<file path="config.mk">
export PLATFORM = sky130hd
export DESIGN_NAME = vc_fifo
export DESIGN_NICKNAME = d
export VERILOG_FILES = /design/src/rtl/vc_fifo_pkg.sv /design/src/rtl/vc_fifo_bank.sv /design/src/rtl/vc_fifo.sv
export SDC_FILE = /design/constraint.sdc
export NUM_CORES = 1
export LEC_CHECK = 0
export ABC_AREA = 1
export CAP_MARGIN = 20
export CORE_ASPECT_RATIO = 1.2
export CORE_MARGIN = 2
export CORE_UTILIZATION = 50
export CTS_BUF_LIST = sky130_fd_sc_hd__clkbuf_16
export CTS_CLUSTER_SIZE = 24
export DETAILED_ROUTE_END_ITERATION = 16
export GPL_TIMING_DRIVEN = 0
export PLACE_DENSITY = 0.72
export SLEW_MARGIN = 20
export SYNTH_ARGS = -nofsm -noshare
export SYNTH_HDL_FRONTEND = slang
export SYNTH_SLANG_ARGS = --single-unit
</file>
<file path="constraint.sdc">
create_clock -name clk_i -period 6.4 [get_ports clk_i]
set_input_delay 1.28 -clock clk_i [delete_from_list [all_inputs] [get_ports clk_i]]
set_output_delay 1.28 -clock clk_i [all_outputs]
set_load 0.01 [all_outputs]
</file>
<file path="src/rtl/vc_fifo_pkg.sv">
// Shared sizing helpers for the virtual-channel FIFO and the router VC logic that imports them.
// Pure functions only: no latency and no flow control.
package vc_fifo_pkg;

   function automatic int clog2(input int n);
      int r;
      r = 0;
      for (int i = 0; i < 31; i++) begin
         if ((1 << i) < n) r = i + 1;
      end
      return r;
   endfunction

   // A single channel still needs a one-bit channel id on the ports.
   function automatic int vc_id_width(input int vc_num);
      return (clog2(vc_num) < 1) ? 1 : clog2(vc_num);
   endfunction

   function automatic int ptr_width(input int depth_width);
      return depth_width + 1;
   endfunction

endpackage

</file>
<file path="src/rtl/vc_fifo_bank.sv">
// One virtual channel: storage, wrap-bit pointer pair, full/empty/count, and almost flags under VC_FIFO_ALMOST_EN.
// Writes and reads arrive pre-accepted from the top; read data is combinational; no internal backpressure.
module vc_fifo_bank
   import vc_fifo_pkg::*;
#(
   parameter int DATA_WIDTH       = 8,
   parameter int FIFO_DEPTH_WIDTH = 2
`ifdef VC_FIFO_ALMOST_EN
   ,
   parameter int ALMOST_FULL_LEVEL  = (1 << FIFO_DEPTH_WIDTH) - 1,
   parameter int ALMOST_EMPTY_LEVEL = 1
`endif
) (
   input  logic                                 clk_i,
   input  logic                                 rst_ni,
   input  logic                                 i_wr_en,
   input  logic [DATA_WIDTH-1:0]                i_wr_data,
   input  logic                                 i_rd_en,
   output logic [DATA_WIDTH-1:0]                o_rd_data,
   output logic                                 o_full,
   output logic                                 o_empty,
`ifdef VC_FIFO_ALMOST_EN
   output logic                                 o_almost_full,
   output logic                                 o_almost_empty,
`endif
   output logic [ptr_width(FIFO_DEPTH_WIDTH)-1:0] o_count
);

   localparam int DEPTH = 1 << FIFO_DEPTH_WIDTH;
   localparam int PW    = ptr_width(FIFO_DEPTH_WIDTH);
   localparam int AW    = (FIFO_DEPTH_WIDTH > 0) ? FIFO_DEPTH_WIDTH : 1;
   localparam logic [PW-1:0] ADDR_MASK = PW'(DEPTH - 1);
   localparam logic [PW-1:0] WRAP_ONLY = PW'(DEPTH);

   logic [PW-1:0]         r_wr_ptr;
   logic [PW-1:0]         r_rd_ptr;
   logic [DATA_WIDTH-1:0] r_mem [DEPTH];
   logic [AW-1:0]         w_wr_addr;
   logic [AW-1:0]         w_rd_addr;
   logic [PW-1:0]         w_count;

   // Masking instead of slicing keeps the single-entry (width 0) case legal.
   assign w_wr_addr = AW'(r_wr_ptr & ADDR_MASK);
   assign w_rd_addr = AW'(r_rd_ptr & ADDR_MASK);

   always_ff @(posedge clk_i or negedge rst_ni) begin
      if (!rst_ni) begin
         r_wr_ptr <= '0;
         r_rd_ptr <= '0;
      end else begin
         if (i_wr_en) r_wr_ptr <= r_wr_ptr + PW'(1);
         if (i_rd_en) r_rd_ptr <= r_rd_ptr + PW'(1);
      end
   end

   always_ff @(posedge clk_i) begin
      if (i_wr_en) r_mem[w_wr_addr] <= i_wr_data;
   end

   assign w_count   = r_wr_ptr - r_rd_ptr;
   assign o_count   = w_count;
   assign o_empty   = (r_wr_ptr == r_rd_ptr);
   assign o_full    = ((r_wr_ptr ^ r_rd_ptr) == WRAP_ONLY);
   assign o_rd_data = r_mem[w_rd_addr];

`ifdef VC_FIFO_ALMOST_EN
   localparam logic [PW-1:0] AF_LVL = PW'(ALMOST_FULL_LEVEL);
   localparam logic [PW-1:0] AE_LVL = PW'(ALMOST_EMPTY_LEVEL);
   assign o_almost_full  = (w_count >= AF_LVL);
   assign o_almost_empty = (w_count <= AE_LVL);
`endif

endmodule

</file>
<file path="src/rtl/vc_fifo.sv">
// Multi-channel circular FIFO: shared write/read ports over VC_NUM banks; optional almost flags under VC_FIFO_ALMOST_EN.
// Read data registered one cycle; rejected requests (full/empty/bad id) raise one-cycle overflow/underflow pulses.
module vc_fifo
   import vc_fifo_pkg::*;
#(
   parameter int DATA_WIDTH       = 8,
   parameter int FIFO_DEPTH_WIDTH = 2,
`ifdef VC_FIFO_ALMOST_EN
   parameter int ALMOST_FULL_LEVEL  = (1 << FIFO_DEPTH_WIDTH) - 1,
   parameter int ALMOST_EMPTY_LEVEL = 1,
`endif
   parameter int VC_NUM           = 2
) (
   input  logic                                        clk_i,
   input  logic                                        rst_ni,
   input  logic                                        wr_en_i,
   input  logic [vc_id_width(VC_NUM)-1:0]              wr_vc_i,
   input  logic [DATA_WIDTH-1:0]                       data_i,
   input  logic                                        rd_en_i,
   input  logic [vc_id_width(VC_NUM)-1:0]              rd_vc_i,
   output logic [DATA_WIDTH-1:0]                       data_o,
   output logic                                        valid_o,
   output logic [vc_id_width(VC_NUM)-1:0]              rd_vc_o,
   output logic [VC_NUM-1:0]                           full_o,
   output logic [VC_NUM-1:0]                           empty_o,
   output logic [VC_NUM*ptr_width(FIFO_DEPTH_WIDTH)-1:0] count_o,
`ifdef VC_FIFO_ALMOST_EN
   output logic [VC_NUM-1:0]                           almost_full_o,
   output logic [VC_NUM-1:0]                           almost_empty_o,
`endif
   output logic                                        overflow_o,
   output logic                                        underflow_o
);

   localparam int VCW = vc_id_width(VC_NUM);
   localparam int PW  = ptr_width(FIFO_DEPTH_WIDTH);

   logic [VC_NUM-1:0]     w_wr_sel;
   logic [VC_NUM-1:0]     w_rd_sel;
   logic [VC_NUM-1:0]     w_wr_acc;
   logic [VC_NUM-1:0]     w_rd_acc;
   logic [VC_NUM-1:0]     w_full;
   logic [VC_NUM-1:0]     w_empty;
   logic [DATA_WIDTH-1:0] w_bank_data [VC_NUM];
   logic [DATA_WIDTH-1:0] w_rd_data;
   logic                  w_rd_ok;
   logic                  w_wr_ok;

   logic [DATA_WIDTH-1:0] r_data;
   logic                  r_valid;
   logic [VCW-1:0]        r_rd_vc;
   logic                  r_overflow;
   logic                  r_underflow;

   // Ids at or above VC_NUM match no select bit, so they fall out as rejects.
   for (genvar v = 0; v < VC_NUM; v++) begin : g_vc
      assign w_wr_sel[v] = wr_en_i && (wr_vc_i == VCW'(v));
      assign w_rd_sel[v] = rd_en_i && (rd_vc_i == VCW'(v));
      assign w_rd_acc[v] = w_rd_sel[v] && !w_empty[v];
      assign w_wr_acc[v] = w_wr_sel[v] && (!w_full[v] || w_rd_acc[v]);

      vc_fifo_bank #(
         .DATA_WIDTH         (DATA_WIDTH),
         .FIFO_DEPTH_WIDTH   (FIFO_DEPTH_WIDTH)
`ifdef VC_FIFO_ALMOST_EN
         ,
         .ALMOST_FULL_LEVEL  (ALMOST_FULL_LEVEL),
         .ALMOST_EMPTY_LEVEL (ALMOST_EMPTY_LEVEL)
`endif
      ) u_bank (
         .clk_i          (clk_i),
         .rst_ni         (rst_ni),
         .i_wr_en        (w_wr_acc[v]),
         .i_wr_data      (data_i),
         .i_rd_en        (w_rd_acc[v]),
         .o_rd_data      (w_bank_data[v]),
         .o_full         (w_full[v]),
         .o_empty        (w_empty[v]),
`ifdef VC_FIFO_ALMOST_EN
         .o_almost_full  (almost_full_o[v]),
         .o_almost_empty (almost_empty_o[v]),
`endif
         .o_count        (count_o[v*PW +: PW])
      );
   end

   always_comb begin
      w_rd_data = '0;
      for (int v = 0; v < VC_NUM; v++) begin
         if (w_rd_sel[v]) w_rd_data = w_bank_data[v];
      end
   end

   assign w_rd_ok = |w_rd_acc;
   assign w_wr_ok = |w_wr_acc;

   always_ff @(posedge clk_i or negedge rst_ni) begin
      if (!rst_ni) begin
         r_data      <= '0;
         r_valid     <= 1'b0;
         r_rd_vc     <= '0;
         r_overflow  <= 1'b0;
         r_underflow <= 1'b0;
      end else begin
         r_valid     <= w_rd_ok;
         r_overflow  <= wr_en_i && !w_wr_ok;
         r_underflow <= rd_en_i && !w_rd_ok;
         if (w_rd_ok) begin
            r_data  <= w_rd_data;
            r_rd_vc <= rd_vc_i;
         end
      end
   end

   assign data_o      = r_data;
   assign valid_o     = r_valid;
   assign rd_vc_o     = r_rd_vc;
   assign full_o      = w_full;
   assign empty_o     = w_empty;
   assign overflow_o  = r_overflow;
   assign underflow_o = r_underflow;

endmodule

</file>
==> metrics.md, run 1 <==
| Metric | Value |
|---|---|
| Status | `finished clean` |
| Port Buf Inserts | `35` |
| Ports | `36` |
| Mapped Avg Cell Area | `10.2 um^2` |
| Commonest non-fill, non-tap cell in the layout | `nand2_1` |
| Final setup TNS | `0 ns` |
| Worst Hold Launch | `rd_vc_o` |
| Worst setup margin | `2.70 ns` |
| Initial antenna violation count | `0` |
| CP Data Required Time | `5.12 ns` |
| Vias per inst | `5.00` |
| CTS max path bufs | `2` |
| CTS HTree Levels | `3` |
| Total grt overflow | `0` |
| Setup Slack @ Placement | `2.89 ns` |
| CTS tree | `done` |
| Post-Syn Area | `0.00412 mm^2` |
| Syn_nets | `432` |
| Clock Pin Slew Worst Setup and Hold Paths | `0.06 ns` |
| Setup crit start | `g_vc[0].u_bank.r_rd_ptr[1]` |
| Hold_buf cts | `0` |
| Yosys reg bits | `88` |
| Max-capacitance violation count | `0` |
| Routability cong. | `0.808` |
| Clock sink count | `88` |
| Remaining DRCs | `0` |
| Final cycle utilization of the critical path | `57.8%` |
| Vias | `2739` |
| Vias in the first global route | `2657` |
| Slew @ Worst Pin | `between 0.8 and 0.9 ns` |
| Drt total wl | `approximately 7900 um` |
| Worst slew margin | `between 40% and 50%` |
| PwrDens | `458 mW/mm^2` |
| Die area | `0.00897 mm^2` |
| Row count | `36` |
| Static Leakage | `2.23 nW` |
| Final ANT Viol Nets | `0` |
| Highest Signal Layer | `met4` |
| Die height | `103 um` |
| Initial DRC Count | `157` |
| DR pass1 iterations | `4` |
| Crit Path Class | `flip-flop to primary output` |
| WL per Instance | `roughly 14 um` |
| Final hold slack | `0.472 ns` |
| Metal2 WL | `about 4100 um` |
| Slew Limit Fails | `0` |
| Worst EP arrival | `2.42 ns` |
| Final core utilization | `approximately 60%` |
| Unrepaired setup endpoints after global routing | `false` |
| Number of buffers created by CTS | `9` |
| Crit start category | `flip-flop` |
| Min cycle time layout | `3.70 ns` |
| Commonest non-fill, non-tap cells in the layout | `nand2_1 (126), edfxtp_1 (64), inv_1 (60)` |
| Register area share after synthesis | `61.3%` |
| Synth Warn # | `0` |
| Mapped Cells | `402` |
| Worst Setup End Kind | `primary output` |
| CTS Root Buffer Type | `clkbuf_16` |
| Max Clock Freq | `270 MHz` |
| Final HPWL DP | `around 5400 um` |
| Post-CTS sizing | `0` |
| Met1 Wirelength | `3340 um` |
| Chip width | `86.8 um` |
| Clock Skew | `a little over 0.004 ns` |
| Worst r2r src | `g_vc[0].u_bank.r_rd_ptr[1]` |
| Worst min-delay path class | `flip-flop to flip-flop` |
| Largest net degree at the start of global routing | `25` |
| Initial Util | `around half` |
| Met3 routed WL | `358 um` |
| Final hold viol count | `0` |
| Layout area overhead | `18.3%` |
| Synth cell types | `25` |
| Final setup violating endpoints | `0` |
| Tot GR Track Use | `between 10% and 20%` |
| Critical path peak fanout | `10` |
| Peak supply drop | `162 uV` |
| Clock Latency Late Sink | `0.33 ns` |
| Net count, final | `478` |
| Core area | `0.00806 mm^2` |
| Post-CTS setup repair buffer count | `0` |
| Share of cells above drive strength 1 | `around 11%` |
| First-pass GRT wire length | `12600 um` |
| Number of diodes | `0` |
[metal layers]
metal / up-vias / GRT usage, %
met5: - / 0
met4: 0 / 10.5
met3: 8 / 5.16
met2: 68 / 31.8
met1: 1300 / 22.5
li1: 1363 / -
[power by group]
group          total, mW  switching (mW)  internal (mW)
clock              0.504           0.204          0.299
sequential         0.794          0.0697          0.724
combinational      0.931           0.516          0.414
[registers in the layout, summed over array words and instances (netlist names)]
name,count
data_o,8
g_vc.u_bank.r_mem,64
g_vc.u_bank.r_rd_ptr,6
g_vc.u_bank.r_wr_ptr,6
overflow_o,1
rd_vc_o,1
underflow_o,1
valid_o,1
[worst paths after layout]
check                                              to  slack (ns)  depth (start not counted)
setup / recovery                           empty_o[0]        2.70                          9
hold / removal                                rd_vc_o        0.47                          2
setup reg to reg           g_vc[0].u_bank.r_mem[3][6]        3.84                          8
hold reg to reg                               rd_vc_o        0.47                          2
max in group asynchronous  g_vc[1].u_bank.r_wr_ptr[2]        5.06                          1
min in group asynchronous                   data_o[3]        0.95                          1
[cells by family after synthesis]
family | count (synthesis) | synth area share (%)
simple gates | 205 | 22.2
flops | 88 | 61.3
buf+inv | 78 | 8.51
fa+ha+maj | 16 | 5.23
xor+xnor | 9 | 1.92
compound gates | 6 | 0.882
[area by class of cell]
type / count / area, um^2
fillers: 620 / 3190
flip-flops and latches: 88 / 2520
multi-input cells: 236 / 1240
repair buffers: 35 / 345
inverters: 63 / 239
clock buffers: 9 / 225
well taps: 95 / 119
plain buffers: 15 / 111
clock inverters: 7 / 63.8
[worst max-delay path, cell delays in order, from the launching register on]
cell	delay, ns
dfrtp_1	0.41
buf_2	0.25
inv_2	0.14
ha_1	0.30
nand2_1	0.07
inv_1	0.12
nand3_2	0.11
inv_1	0.07
buf_4	0.09
clkdlybuf4s50_1	0.51
[cells in the mapped netlist (all sizes together)]
cell / instances / area, um^2
nand2: 133 / 527
edfxtp: 64 / 1920
inv: 63 / 239
nand3: 55 / 300
dfrtp: 24 / 601
nor2: 16 / 65.1
buf: 15 / 111
ha: 14 / 175
xnor2: 5 / 43.8
xor2: 4 / 35.0
o21ai: 3 / 18.8
a21oi: 2 / 10.0
fa: 2 / 40.0
nand3b: 1 / 20.0
o21a: 1 / 7.51
[stage by stage]
stage / instance area, um^2 / cells / total power [mW]
4_1_cts: 4870 / 548 / 2.25
3_3_place_gp: 4580 / 532 / 1.71
5_1_grt: 4870 / 548 / 2.38
2_1_floorplan: 4120 / 402 / 1.39
6_report: 4870 / 548 / 2.23
3_5_place_dp: 4580 / 532 / 1.74
Note: power is estimated with default switching activity, not from simulation.
==> run 2: changes to the inputs <==
- PLACE_DENSITY: 0.72 -> 0.74
- clock period: 6.4 -> 3.04 ns (I/O delays scaled with it)
==> run 2 against run 1 <==
  * Global-route usage is 0.58 points lower
  * Count of clock-buffer cells in the layout unchanged
  * Final cell count up 0.18%
  * Combinational power grew 110%
==> metrics.md, run 2 (synthesis gave the netlist of run 1 again) <==
| Metric | Value |
|---|---|
| Status | `finished clean` |
| Tot Pwr | `4.74 mW` |
| Critical path peak fanout | `10` |
| Port Buf Inserts | `35` |
| Final HPWL DP | `5440 um` |
| Remaining DRCs | `0` |
| Initial DRC Count | `223` |
| Clock Pin Slew Worst Setup and Hold Paths | `~0.06 ns` |
| Slew @ Worst Pin | `0.801 ns` |
| CTS Root Buffer Type | `clkbuf_16` |
| CTS max path bufs | `2` |
| Clock sink count | `approximately 90` |
| Reg2Reg Setup Slack | `0.59 ns` |
| Final hold viol count | `0` |
| Worst slew margin | `46.4%` |
| Routability cong. | `0.885` |
| Final ANT Viol Nets | `0` |
| Commonest non-fill, non-tap cell in the layout | `nand2_1` |
| PwrDens | `969 mW/mm^2` |
| Die height | `between 100 and 150 um` |
| Clk pwr share | `23.2%` |
| Tot GR Track Use | `18.5%` |
| CTS HTree Levels | `3` |
| WL per Instance | `14.2 um` |
| Int Pwr | `3.05 mW` |
| Core area | `0.00806 mm^2` |
| Die area | `0.00897 mm^2` |
| Seq pwr share | `35.0%` |
| Share of cells above drive strength 1 | `11.9%` |
| Net Sw Frac | `35.6%` |
| CTS tree | `done` |
| CP max stage cell | `clkdlybuf4s50_1` |
| CP Data Required Time | `~2.4 ns` |
| Initial Util | `51.0%` |
| Slew Limit Fails | `0` |
| Max-capacitance violation count | `0` |
| Static Leakage | `~2.2 nW` |
| First-pass GRT wire length | `12500 um` |
| Max reg flops | `between 60 and 70` |
| Final cycle utilization of the critical path | `95.0%` |
| Vias in the first global route | `2572` |
| Min cycle time layout | `2.89 ns` |
| Clock Skew | `0.00737 ns` |
| Largest net degree at the start of global routing | `25` |
| CP Capture Point | `empty_o[0]` |
| Commonest non-fill, non-tap cells in the layout | `nand2_1 (126), edfxtp_1 (64), inv_1 (58)` |
| Ports | `36` |
| Peak supply drop | `approximately 440 uV` |
| Row count | `36` |
| Total grt overflow | `0` |
| Vias | `roughly 2700` |
| Number of buffers created by CTS | `9` |
| Worst Setup End Kind | `primary output` |
| Crit Path Class | `flip-flop to primary output` |
| NetSw | `1.69 mW` |
| Final setup violating endpoints | `0` |
| R2R Path End | `g_vc[0].u_bank.r_mem[1][7]` |
| Setup crit start | `g_vc[0].u_bank.r_rd_ptr[1]` |
| Chip width | `86.8 um` |
| Vias per inst | `4.98` |
| Net count, final | `479` |
| Unrepaired setup endpoints after global routing | `false` |
| Comb pwr share | `41.8%` |
| Setup Slack @ Placement | `0.211 ns` |
| DR pass1 iterations | `4` |
| Worst setup margin | `0.153 ns` |
| Clock Latency Late Sink | `approximately 0.33 ns` |
| Largest stage delay, worst path | `~0.52 ns` |
| Worst min-delay path class | `input port to async pin` |
| Crit start category | `flip-flop` |
| Final setup TNS | `0 ns` |
| Number of diodes | `0` |
| Worst r2r src | `g_vc[0].u_bank.r_rd_ptr[1]` |
| Most flops, register | `g_vc.u_bank.r_mem` |
| Max Clock Freq | `346 MHz` |
| Layout area overhead | `18.9%` |
| Initial antenna violation count | `0` |
| CP cell instances | `buf_4 -> inv_2 -> ha_1 -> nand2_1 -> inv_1 -> nand3_2 -> inv_1 -> buf_4 -> clkdlybuf4s50_1` |
| R2R depth | `8` |
| Drt total wl | `around 7800 um` |
| Worst EP arrival | `2.28 ns` |
## run 2: cell types whose count changed in the layout (fill, tap and decap cells not counted)
cell and change:
buf_4 +2, buf_2 -1, inv_6 +1, clkinv_1 -1, clkinv_2 -1, clkinvlp_4 +3
inv_1 -2
## run 2: worst max-delay path: cells and delay by family (launching register included)
family	cells	cell delay (ns)
buf+inv	6	1.11
flops	1	0.38
simple gates	2	0.18
fa+ha+maj	1	0.30
## run 2: metrics by stage
step | hold slack, ns | instances | utilization, % | area [um^2]
floorplan | 0.312 | 402 | - | 4120
global placement | 0.457 | 532 | 56.9 | 4580
detailed placement | 0.464 | 532 | 56.8 | 4580
CTS | 0.298 | 548 | 60.6 | 4880
global route | 0.319 | 549 | 60.7 | 4890
finish | 0.282 | 549 | 60.7 | 4890
## run 2: worst min path at each step
stage	startpoint	endpoint	cells past startpoint
CTS	rst_ni	g_vc[0].u_bank.r_wr_ptr[0]	1
global route	rst_ni	data_o[1]	1
global placement	rd_vc_o	rd_vc_o	2
detailed placement	rd_vc_o	rd_vc_o	2
floorplan	rst_ni	data_o[0]	0
finish	rst_ni	g_vc[0].u_bank.r_wr_ptr[0]	1
## run 2: per-layer routing
layer,part of all wire (%),global-route usage (%),up-vias
li1,-,-,1369
met1,43,23.5,1286
met2,51,31.2,67
met3,4.4,3.57,12
met4,1.8,7.93,0
met5,0,0,-
## run 2: cell type report
type | instances | area [um^2]
buffer | 15 | 114
clock buffer | 9 | 225
clock inverter | 7 | 78.8
fill | 623 | 3170
inverter | 63 | 239
multi-input combinational | 236 | 1240
sequential | 88 | 2520
tap | 95 | 119
timing repair buffer | 36 | 353
## run 2: timing repair
item	CTS	global route
hold buffers	0	0
gates resized for setup	0	2
endpoints found under the setup margin	0	2
buffers inserted	0	1
## run 2: power by group through the flow
stage                     Clock, mW  Combinational, mW  Sequential, mW
after floorplan                   0               1.25            1.68
after global routing           1.16               2.22            1.69
after CTS                      1.11               1.98            1.67
final                          1.10               1.98            1.66
after global placement            0               1.91            1.68
after detailed placement          0               1.97            1.69
==> run 3: changes to the inputs <==
- CTS_CLUSTER_SIZE: 24 -> 8
==> results of run 3 <==
Same layout as run 2: the final DEF is identical, and so are final timing and power.
